===== src/rtl/ps2_event_sequencer.sv =====
// ps2_event_sequencer
//   Turns the raw PS/2 byte stream into clean key events. E0 (extended) and
//   F0 (break) prefixes are folded into flags on the final scan code. Held
//   state is tracked for the A/B/C/D keys, typematic repeats of held keys are
//   optionally suppressed, and events are queued in a small show-ahead FIFO
//   presented over a valid/ready handshake.
//
// Parameters
//   FIFO_DEPTH    event queue depth, power of two, 2..16
//   REPEAT_FILTER 1 = drop presses of a tracked key that is already held
//
// Ports
//   clk          system clock
//   reset        synchronous active-high reset
//   byte_in      received PS/2 byte
//   byte_valid   one-cycle strobe qualifying byte_in
//   evt_code     head event scan code (prefixes removed)
//   evt_ext      head event was E0-prefixed
//   evt_release  head event was F0-prefixed
//   evt_valid    FIFO non-empty, head event presented
//   evt_ready    consumer accepts the head when evt_valid=1
//   key_down     held state: [0]=A 1C, [1]=B 32, [2]=C 21, [3]=D 23
//   overflow     sticky; an event was dropped because the FIFO was full
module ps2_event_sequencer #(
    parameter int FIFO_DEPTH    = 4,
    parameter int REPEAT_FILTER = 1
) (
    input  logic       clk,
    input  logic       reset,
    input  logic [7:0] byte_in,
    input  logic       byte_valid,
    output logic [7:0] evt_code,
    output logic       evt_ext,
    output logic       evt_release,
    output logic       evt_valid,
    input  logic       evt_ready,
    output logic [3:0] key_down,
    output logic       overflow
);

    localparam int PTR_W = (FIFO_DEPTH > 1) ? $clog2(FIFO_DEPTH) : 1;
    localparam int CNT_W = PTR_W + 1;

    localparam logic [7:0] BYTE_EXT = 8'hE0;
    localparam logic [7:0] BYTE_BRK = 8'hF0;

    typedef enum logic [1:0] {
        IDLE,
        EXT,
        BRK,
        EXT_BRK
    } state_t;

    state_t state, state_next;

    // Completed-event decode for the current byte
    logic       done;
    logic       done_ext;
    logic       done_rel;
    logic       ignored;

    // Tracked-key lookup
    logic       trk_hit;
    logic [1:0] trk_idx;

    logic       push_req;
    logic       push_ok;
    logic       pop;
    logic       full;

    logic [9:0]       mem [FIFO_DEPTH];
    logic [PTR_W-1:0] rd_ptr;
    logic [PTR_W-1:0] wr_ptr;
    logic [CNT_W-1:0] count;

    // Link-level bytes that carry no key information when seen outside a prefix
    always_comb begin
        ignored = (byte_in == 8'h00) || (byte_in == 8'hAA) || (byte_in == 8'hFA) ||
                  (byte_in == 8'hFE) || (byte_in == 8'hFF);
    end

    // NOTE: every signal assigned in always_comb gets a default first so no latch is inferred.
    always_comb begin
        state_next = state;
        done       = 1'b0;
        done_ext   = 1'b0;
        done_rel   = 1'b0;
        if (byte_valid) begin
            unique case (state)
                IDLE: begin
                    if (byte_in == BYTE_EXT)      state_next = EXT;
                    else if (byte_in == BYTE_BRK) state_next = BRK;
                    else if (!ignored)            done       = 1'b1;
                end
                EXT: begin
                    if (byte_in == BYTE_BRK)      state_next = EXT_BRK;
                    else if (byte_in != BYTE_EXT) begin
                        done       = 1'b1;
                        done_ext   = 1'b1;
                        state_next = IDLE;
                    end
                end
                BRK: begin
                    // E0 after F0 is accepted, so prefix order does not matter
                    if (byte_in == BYTE_EXT)      state_next = EXT_BRK;
                    else if (byte_in != BYTE_BRK) begin
                        done       = 1'b1;
                        done_rel   = 1'b1;
                        state_next = IDLE;
                    end
                end
                EXT_BRK: begin
                    if (byte_in != BYTE_EXT && byte_in != BYTE_BRK) begin
                        done       = 1'b1;
                        done_ext   = 1'b1;
                        done_rel   = 1'b1;
                        state_next = IDLE;
                    end
                end
                default: state_next = IDLE;
            endcase
        end
    end

    // Only non-extended codes map onto the held-key bits
    always_comb begin
        trk_hit = 1'b0;
        trk_idx = 2'd0;
        if (!done_ext) begin
            unique case (byte_in)
                8'h1C:   begin trk_hit = 1'b1; trk_idx = 2'd0; end
                8'h32:   begin trk_hit = 1'b1; trk_idx = 2'd1; end
                8'h21:   begin trk_hit = 1'b1; trk_idx = 2'd2; end
                8'h23:   begin trk_hit = 1'b1; trk_idx = 2'd3; end
                default: begin trk_hit = 1'b0; trk_idx = 2'd0; end
            endcase
        end
    end

    always_comb begin
        full     = (count == CNT_W'(FIFO_DEPTH));
        pop      = evt_valid && evt_ready;
        // A repeat press of an already-held key is swallowed when filtering
        push_req = done && !((REPEAT_FILTER != 0) && trk_hit && !done_rel && key_down[trk_idx]);
        // Simultaneous pop frees the slot a full FIFO needs
        push_ok  = push_req && (!full || pop);
    end

    // NOTE: sequential state uses non-blocking assignments so every register samples pre-edge values.
    always_ff @(posedge clk) begin
        if (reset) begin
            state    <= IDLE;
            key_down <= 4'b0000;
            overflow <= 1'b0;
            rd_ptr   <= '0;
            wr_ptr   <= '0;
            count    <= '0;
        end else begin
            state <= state_next;
            // key_down follows every completed tracked event, even one the FIFO drops
            if (done && trk_hit) key_down[trk_idx] <= !done_rel;
            if (push_req && !push_ok) overflow <= 1'b1;
            if (push_ok) wr_ptr <= wr_ptr + PTR_W'(1);
            if (pop)     rd_ptr <= rd_ptr + PTR_W'(1);
            count <= count + CNT_W'(push_ok) - CNT_W'(pop);
        end
    end

    // NOTE: the storage array has no reset; occupancy and pointers define what is valid.
    always_ff @(posedge clk) begin
        if (push_ok) mem[wr_ptr] <= {done_ext, done_rel, byte_in};
    end

    // Show-ahead head, forced to zero while empty so stale entries never leak out
    always_comb begin
        evt_valid   = (count != '0);
        evt_ext     = evt_valid ? mem[rd_ptr][9] : 1'b0;
        evt_release = evt_valid ? mem[rd_ptr][8] : 1'b0;
        evt_code    = evt_valid ? mem[rd_ptr][7:0] : 8'h00;
    end

endmodule


===== config.mk =====
export PLATFORM = sky130hd
export DESIGN_NAME = ps2_event_sequencer
export DESIGN_NICKNAME = d
export VERILOG_FILES = /design/src/rtl/ps2_event_sequencer.sv
export SDC_FILE = /design/constraint.sdc
export NUM_CORES = 1
export LEC_CHECK = 0
export BUFFER_PORTS_ARGS = -buffer_cell sky130_fd_sc_hd__buf_2
export CORE_UTILIZATION = 52
export DETAILED_ROUTE_END_ITERATION = 12
export GPL_TIMING_DRIVEN = 0
export PLACE_DENSITY_LB_ADDON = 0.05
export RECOVER_POWER = 50
export SYNTH_ARGS = -nofsm -noshare
export SYNTH_HDL_FRONTEND = slang
export SYNTH_SLANG_ARGS = --single-unit

===== constraint.sdc =====
create_clock -name clk -period 2.4 [get_ports clk]
set_input_delay 0 -clock clk [delete_from_list [all_inputs] [get_ports clk]]
set_output_delay 0 -clock clk [all_outputs]
set_load 0.02 [all_outputs]

==> out/qor.yml, run 1 <==
floorplan:
  placementRows: 24
  initial_core_util_pct: 55.8
  coreArea_mm2: 0.00450
  die_x_um: 71.5
  die_area_mm2: 0.00512
  ios: 28
  die_h_um: 71.5
logic_synthesis:
  netlist_area_mm2: 0.00251
  syn_area_per_cell_um2: 14.3
  ys_warn_count: 0
  synth-seq-area-share_pct: 60.5
  synthArstFlopShare_pct: 0
  synthCells: 176
  synth_top_area_share_pct: 47.8
  synth.distinct_cells: 44
  synth-edff-count: 40
  synth_top_flop_cell: "edfxtp_1"
  synthTopCellsByArea: "edfxtp_1, dfxtp_1, mux4_2"
  synth_top_area_cell: "edfxtp_1"
  synth_fp_nets: 195
  ys_ff_latch: 56
timing:
  fin_tns_setup_ns: 0
  drv_slew: 0
  max_slew_margin_pct: 43.4
  final-hold-violation-count: 0
  setup_slack_ns: 0.0784
  skew_ns: 0.0125
  worst_pin_slew_ns: 0.848
  fin_crit_ns: 2.32
  setup_viol: 0
  rsz0062_at_grt: "true"
  max_freq_ghz: 0.431
  layout_worst_path_cycle_share_pct: 96.7
clock_network:
  cts_root_buf: "clkbuf_8"
  cts_tree: "yes"
  clkSlewWorstSetupHoldPaths_ns: 0.10
  htreeDepth: 2
  clockBufferDepth: 2
  clock-sinks: 56
  numCtsBuffers: 5
  clock_latency_ns: 0.31
drt:
  drt-total-wl_um: 4420
  wl_per_cell_um: 16.4
  drtIter0Drc: 71
  ant_nets: 0
  firstDrtPassIters: 4
  vias: 1551
  drt-vias-per-instance: 5.77
  drc: 0
setup_path:
  crit_arrival_ns: 2.51
  endpoint: "count[2]"
  crit_type: "register to register"
  startpoint_type: "register"
  crit_required_ns: 2.58
  crit_path_start: "key_down[3]"
  cpLargestDelayFamily: "adder cells"
  crit_chain: "mux2_4, a22oi_1, or3_4, a221oi_4, nor3_4, ha_2, fa_2, xnor2_2, xnor2_1, nor2_1"
  end_kind: "register"
  crit_fanout: 3
  regToRegStartpoint: "key_down[3]"
  worst_path_max_delay_cell: "dfxtp_4"
  cpPeakStageDelay_ns: 0.35
  crit_buf_inv: 0
  rrSetupSlack_ns: 0.08
  worstRegToRegCells: 10
  path_depth: 10
  reg2reg_to: "count[2]"
power:
  irDropWorstVdd_uv: 472
  power.density_mw_per_mm2: 867
  total_power_uw: 2520
  p_leak_uw: 0.00107
layout:
  syn2layout_area_growth_pct: 15.6
  fin_nets: 235
  fill_cells: 349
  utilization_pct: 64.5
  layout-drive-gt1-share_pct: 26.7
  diodes: 0
  final_common_cell: "edfxtp_1"
  final_cell_mix: "edfxtp_1, buf_2, and2_1, clkbuf_1, dfxtp_1"
  final_area_mm2: 0.00291
placed_design:
  detailed_place_hpwl_um: 3040
  place.gp.congestion: 0.862
  portBuffers: 27
  pre_cts_slack_ns: -0.309
  placed_area_mm2: 0.00274
global_routing:
  antenna_found_initial: 0
  grtUsageTotal_pct: 18.8
  grt_overflow: 0
  grt_pass1_vias: 1464
  grt_max_degree: 18
  grt_first_pass_wirelength_um: 7090
job:
  drv_cap: 0
run_status:
  outcome: "finished clean"
hold_path:
  min_delay_path_depth: 1
  hold_class: "primary input to register"
## cell families (layout without fill, tap and decap cells)
logic type / after synthesis / in the layout / share of synthesized area, %
AOI/OAI and AO/OA: 17 / 17 / 5.92
xor gates and xnor gates: 4 / 4 / 1.39
adders and majority gates: 7 / 7 / 3.78
buffers and inverters: 13 / 54 / 1.94
DFF: 56 / 56 / 60.5
muxes: 14 / 14 / 10.6
and+or+nand+nor: 65 / 65 / 15.9
## state kept, by name, summed over array words and instances, names as in the netlist, named ones only
name,cells
count,3
wr_ptr,2
key_down,4
state,2
overflow,1
mem,40
rd_ptr,2
## what timing repair did
action | in CTS | in global routing
hold buffers | 4 | 0
buffers inserted | 1 | 1
resized for setup | 3 | 4
pin swaps | 4 | 4
setup endpoints to repair | 1 | 1
hold endpoints to repair | 16 | 0
## worst reg2reg max path, delay by kind of cell, from the launching register on
| kind | cells | cell delay [ns] |
|---|---|---|
| fa+ha+maj | 2 | 0.55 |
| simple gates | 3 | 0.49 |
| compound gates | 2 | 0.38 |
| flops | 1 | 0.35 |
| xor+xnor | 2 | 0.31 |
| mux | 1 | 0.13 |
## power breakdown
group	switching, uW	internal (uW)	total (uW)	leakage (uW)
combinational	450	374	824	0.000511
sequential	45.0	1130	1170	0.000505
clock	284	237	521	0.0000484
total	779	1740	2520	0.00106
## through the flow
step | instances | hold WS, ns
2_1_floorplan | 176 | 0.0716
3_3_place_gp | 255 | 0.264
3_5_place_dp | 255 | 0.269
4_1_cts | 268 | 0.00738
5_1_grt | 269 | 0.0117
6_report | 269 | 0.0119
## metal layers
metal	vias to the layer above	routed length, um	GRT usage (%)
met5	-	0	0
met4	0	17	5.88
met3	2	176	4.78
met2	40	2270	31.3
met1	770	1960	24.5
li1	739	-	-
## Yosys cell counts, types with 2 or more instances
master     n
a21oi_1    4
and2_1    15
and3b_1    2
clkbuf_1   3
dfxtp_1   16
edfxtp_1  40
ha_1       6
inv_1      9
mux2i_1    3
mux4_2    10
nand2_1    7
nand3_1    3
nor2_1    11
nor2b_1    4
nor3_1     4
nor4_1     4
o211a_1    2
o211ai_1   2
or2_1      2
or4_1      3
xnor2_1    3
## cell type report
class / count / area [um^2] / area share (%)
flip-flops and latches: 56 / 1530 / 52.7
multi-input cells: 107 / 986 / 33.9
repair buffers: 33 / 180 / 6.20
clock buffers: 7 / 86.3 / 2.97
well taps: 52 / 65.1 / 2.24
inverters: 9 / 33.8 / 1.16
plain buffers: 4 / 15.0 / 0.517
clock inverters: 1 / 8.76 / 0.301
## worst min-delay path by stage
stage                    start   endpoint  slack, ns
global route        byte_in[2]  mem[0][2]       0.01
finish              byte_in[2]  mem[0][2]       0.01
floorplan                reset   count[0]       0.07
global placement         reset   count[0]       0.26
CTS                 byte_in[2]  mem[0][2]      0.007
detailed placement       reset   count[0]       0.27
Power figures use the tool's default switching activity.
==> run 2, diff against run 1 <==
--- a/config.mk
+++ b/config.mk
@@ -7,6 +7,7 @@
 export LEC_CHECK = 0
 export BUFFER_PORTS_ARGS = -buffer_cell sky130_fd_sc_hd__buf_2
 export CORE_UTILIZATION = 52
+export CTS_BUF_LIST = sky130_fd_sc_hd__clkbuf_8 sky130_fd_sc_hd__clkbuf_16
 export DETAILED_ROUTE_END_ITERATION = 12
 export GPL_TIMING_DRIVEN = 0
 export PLACE_DENSITY_LB_ADDON = 0.05
==> run 2 against run 1 <==
  * Via count decreased by 0.58%
  * Wire length decreased by 0.27%
  * Die area unchanged
  * Final cell count unchanged
  * Sequential cell count unchanged
  * Setup slack got worse by 0.0012 ns
  * Largest power group unchanged
  * Combinational power about the same
==> out/qor.yml, run 2 (synthesized netlist as in run 1, its figures left out) <==
global_routing:
  antenna_found_initial: 0
  grt_max_degree: 18
  grt_overflow: 0
  grt_first_pass_wirelength_um: 7090
  grtUsageTotal_pct: 18.8
  grt_pass1_vias: 1464
drt:
  dr_wl_met2_um: 2280
  wl_per_cell_um: 16.4
  top_layer: "met4"
  drt-met1-wl_um: 1930
  drt-vias-per-instance: 5.73
  vias: 1542
  ant_nets: 0
  firstDrtPassIters: 4
  drc: 0
  drtIter0Drc: 68
  met3_length_um: 179
  drt-total-wl_um: 4410
layout:
  syn2layout_area_growth_pct: 15.6
  regMostFlops: "mem"
  diodes: 0
  instances_no_fill: 269
  fill_cells: 349
  reg_top3: "mem: 40 flops, key_down: 4 flops, count: 3 flops"
  utilization_pct: 64.5
  final_common_cell: "edfxtp_1"
  layout-drive-gt1-share_pct: 26.7
  largest_reg_flops: 40
  final_cell_mix: "edfxtp_1, buf_2, and2_1, dfxtp_1"
  fin_nets: 235
clock_network:
  clkSlewWorstSetupHoldPaths_ns: 0.10
  clock-sinks: 56
  clock_latency_ns: 0.31
  clockBufferDepth: 2
  numCtsBuffers: 5
  htreeDepth: 2
  cts_root_buf: "clkbuf_8"
  cts_tree: "yes"
timing:
  max_freq_ghz: 0.431
  setup_viol: 0
  rsz0062_at_grt: "true"
  final-hold-violation-count: 0
  worst_pin_slew_ns: 0.843
  fin_tns_setup_ns: 0
  fin_crit_ns: 2.32
  worst_hold_slack_ns: 0.0113
  drv_slew: 0
  max_slew_margin_pct: 43.8
  layout_worst_path_cycle_share_pct: 96.8
  skew_ns: 0.0134
  setup_slack_ns: 0.0772
setup_path:
  worstRegToRegCells: 10
  crit_fanout: 3
  regToRegStartpoint: "key_down[3]"
  crit_type: "register to register"
  crit_arrival_ns: 2.51
  crit_path_start: "key_down[3]"
  rrSetupSlack_ns: 0.08
  end_kind: "register"
  crit_required_ns: 2.58
  startpoint_type: "register"
placed_design:
  place.gp.congestion: 0.862
  portBuffers: 27
  detailed_place_hpwl_um: 3040
  pre_cts_slack_ns: -0.309
  dp.cells: 255
job:
  drv_cap: 0
hold_path:
  min-delay-start: "byte_in[2]"
  hold_class: "primary input to register"
  min_delay_path_depth: 1
run_status:
  outcome: "finished clean"
floorplan:
  coreArea_mm2: 0.00450
  die_area_mm2: 0.00512
  initial_core_util_pct: 55.8
  ios: 28
  placementRows: 24
  die_h_um: 71.5
  die_x_um: 71.5
power:
  irDropWorstVdd_uv: 472
  p_leak_uw: 0.00107
  power.density_mw_per_mm2: 865
==> run 2: cell types whose count changed in the layout (fill, tap and decap cells not counted), sizes merged <==
cell | previous run | this run
inv | 9 | 10
clkbuf | 18 | 17
==> run 2: area by class of cell <==
cell class	count	area (um^2)	share of cell area [%]
inverters	9	33.8	1.16
well taps	52	65.1	2.24
repair buffers	33	180	6.20
plain buffers	4	15.0	0.517
clock inverters	2	12.5	0.430
clock buffers	6	82.6	2.84
multi-input cells	107	986	33.9
flip-flops and latches	56	1530	52.7
==> run 2: worst paths after layout <==
path                    end
setup / recovery   count[2]
hold / removal    mem[0][2]
setup reg to reg   count[2]
hold reg to reg    overflow
==> run 2: layer usage <==
layer,vias up,track usage (%)
met5,-,0
met4,0,5.88
met3,2,4.78
met2,42,31.3
met1,759,24.5
li1,739,-
==> run 2: metrics by stage <==
step	area (um^2)	total power [uW]
finish	2910	2510
global route	2910	2660
CTS	2890	2530
detailed placement	2740	2010
global placement	2740	1980
floorplan	2540	1780
==> run 2: critical path, stage by stage, from the launching register on <==
cell and delay (ns):
dfxtp_4 0.35, mux2_4 0.13, a22oi_1 0.05, or3_4 0.35, a221oi_4 0.33, nor3_4 0.09, ha_2 0.20, fa_2 0.35
xnor2_2 0.17, xnor2_1 0.14, nor2_1 0.05
==> run 2: timing repair <==
| item | 4_1_cts | 5_1_grt |
|---|---|---|
| setup endpoints to repair | 1 | 1 |
| hold buffers | 4 | 0 |
| resized for setup | 3 | 4 |
| pin swaps | 4 | 4 |
| endpoints found under the hold margin | 16 | 0 |
| buffers inserted | 1 | 1 |
| gates cloned | 0 | 0 |
==> run 2: report_power, final <==
| group | internal [uW] | switching (uW) | total [uW] |
|---|---|---|---|
| registers | 1130 | 45.1 | 1170 |
| logic | 374 | 450 | 823 |
| clock network | 233 | 284 | 516 |
| total | 1740 | 778 | 2510 |
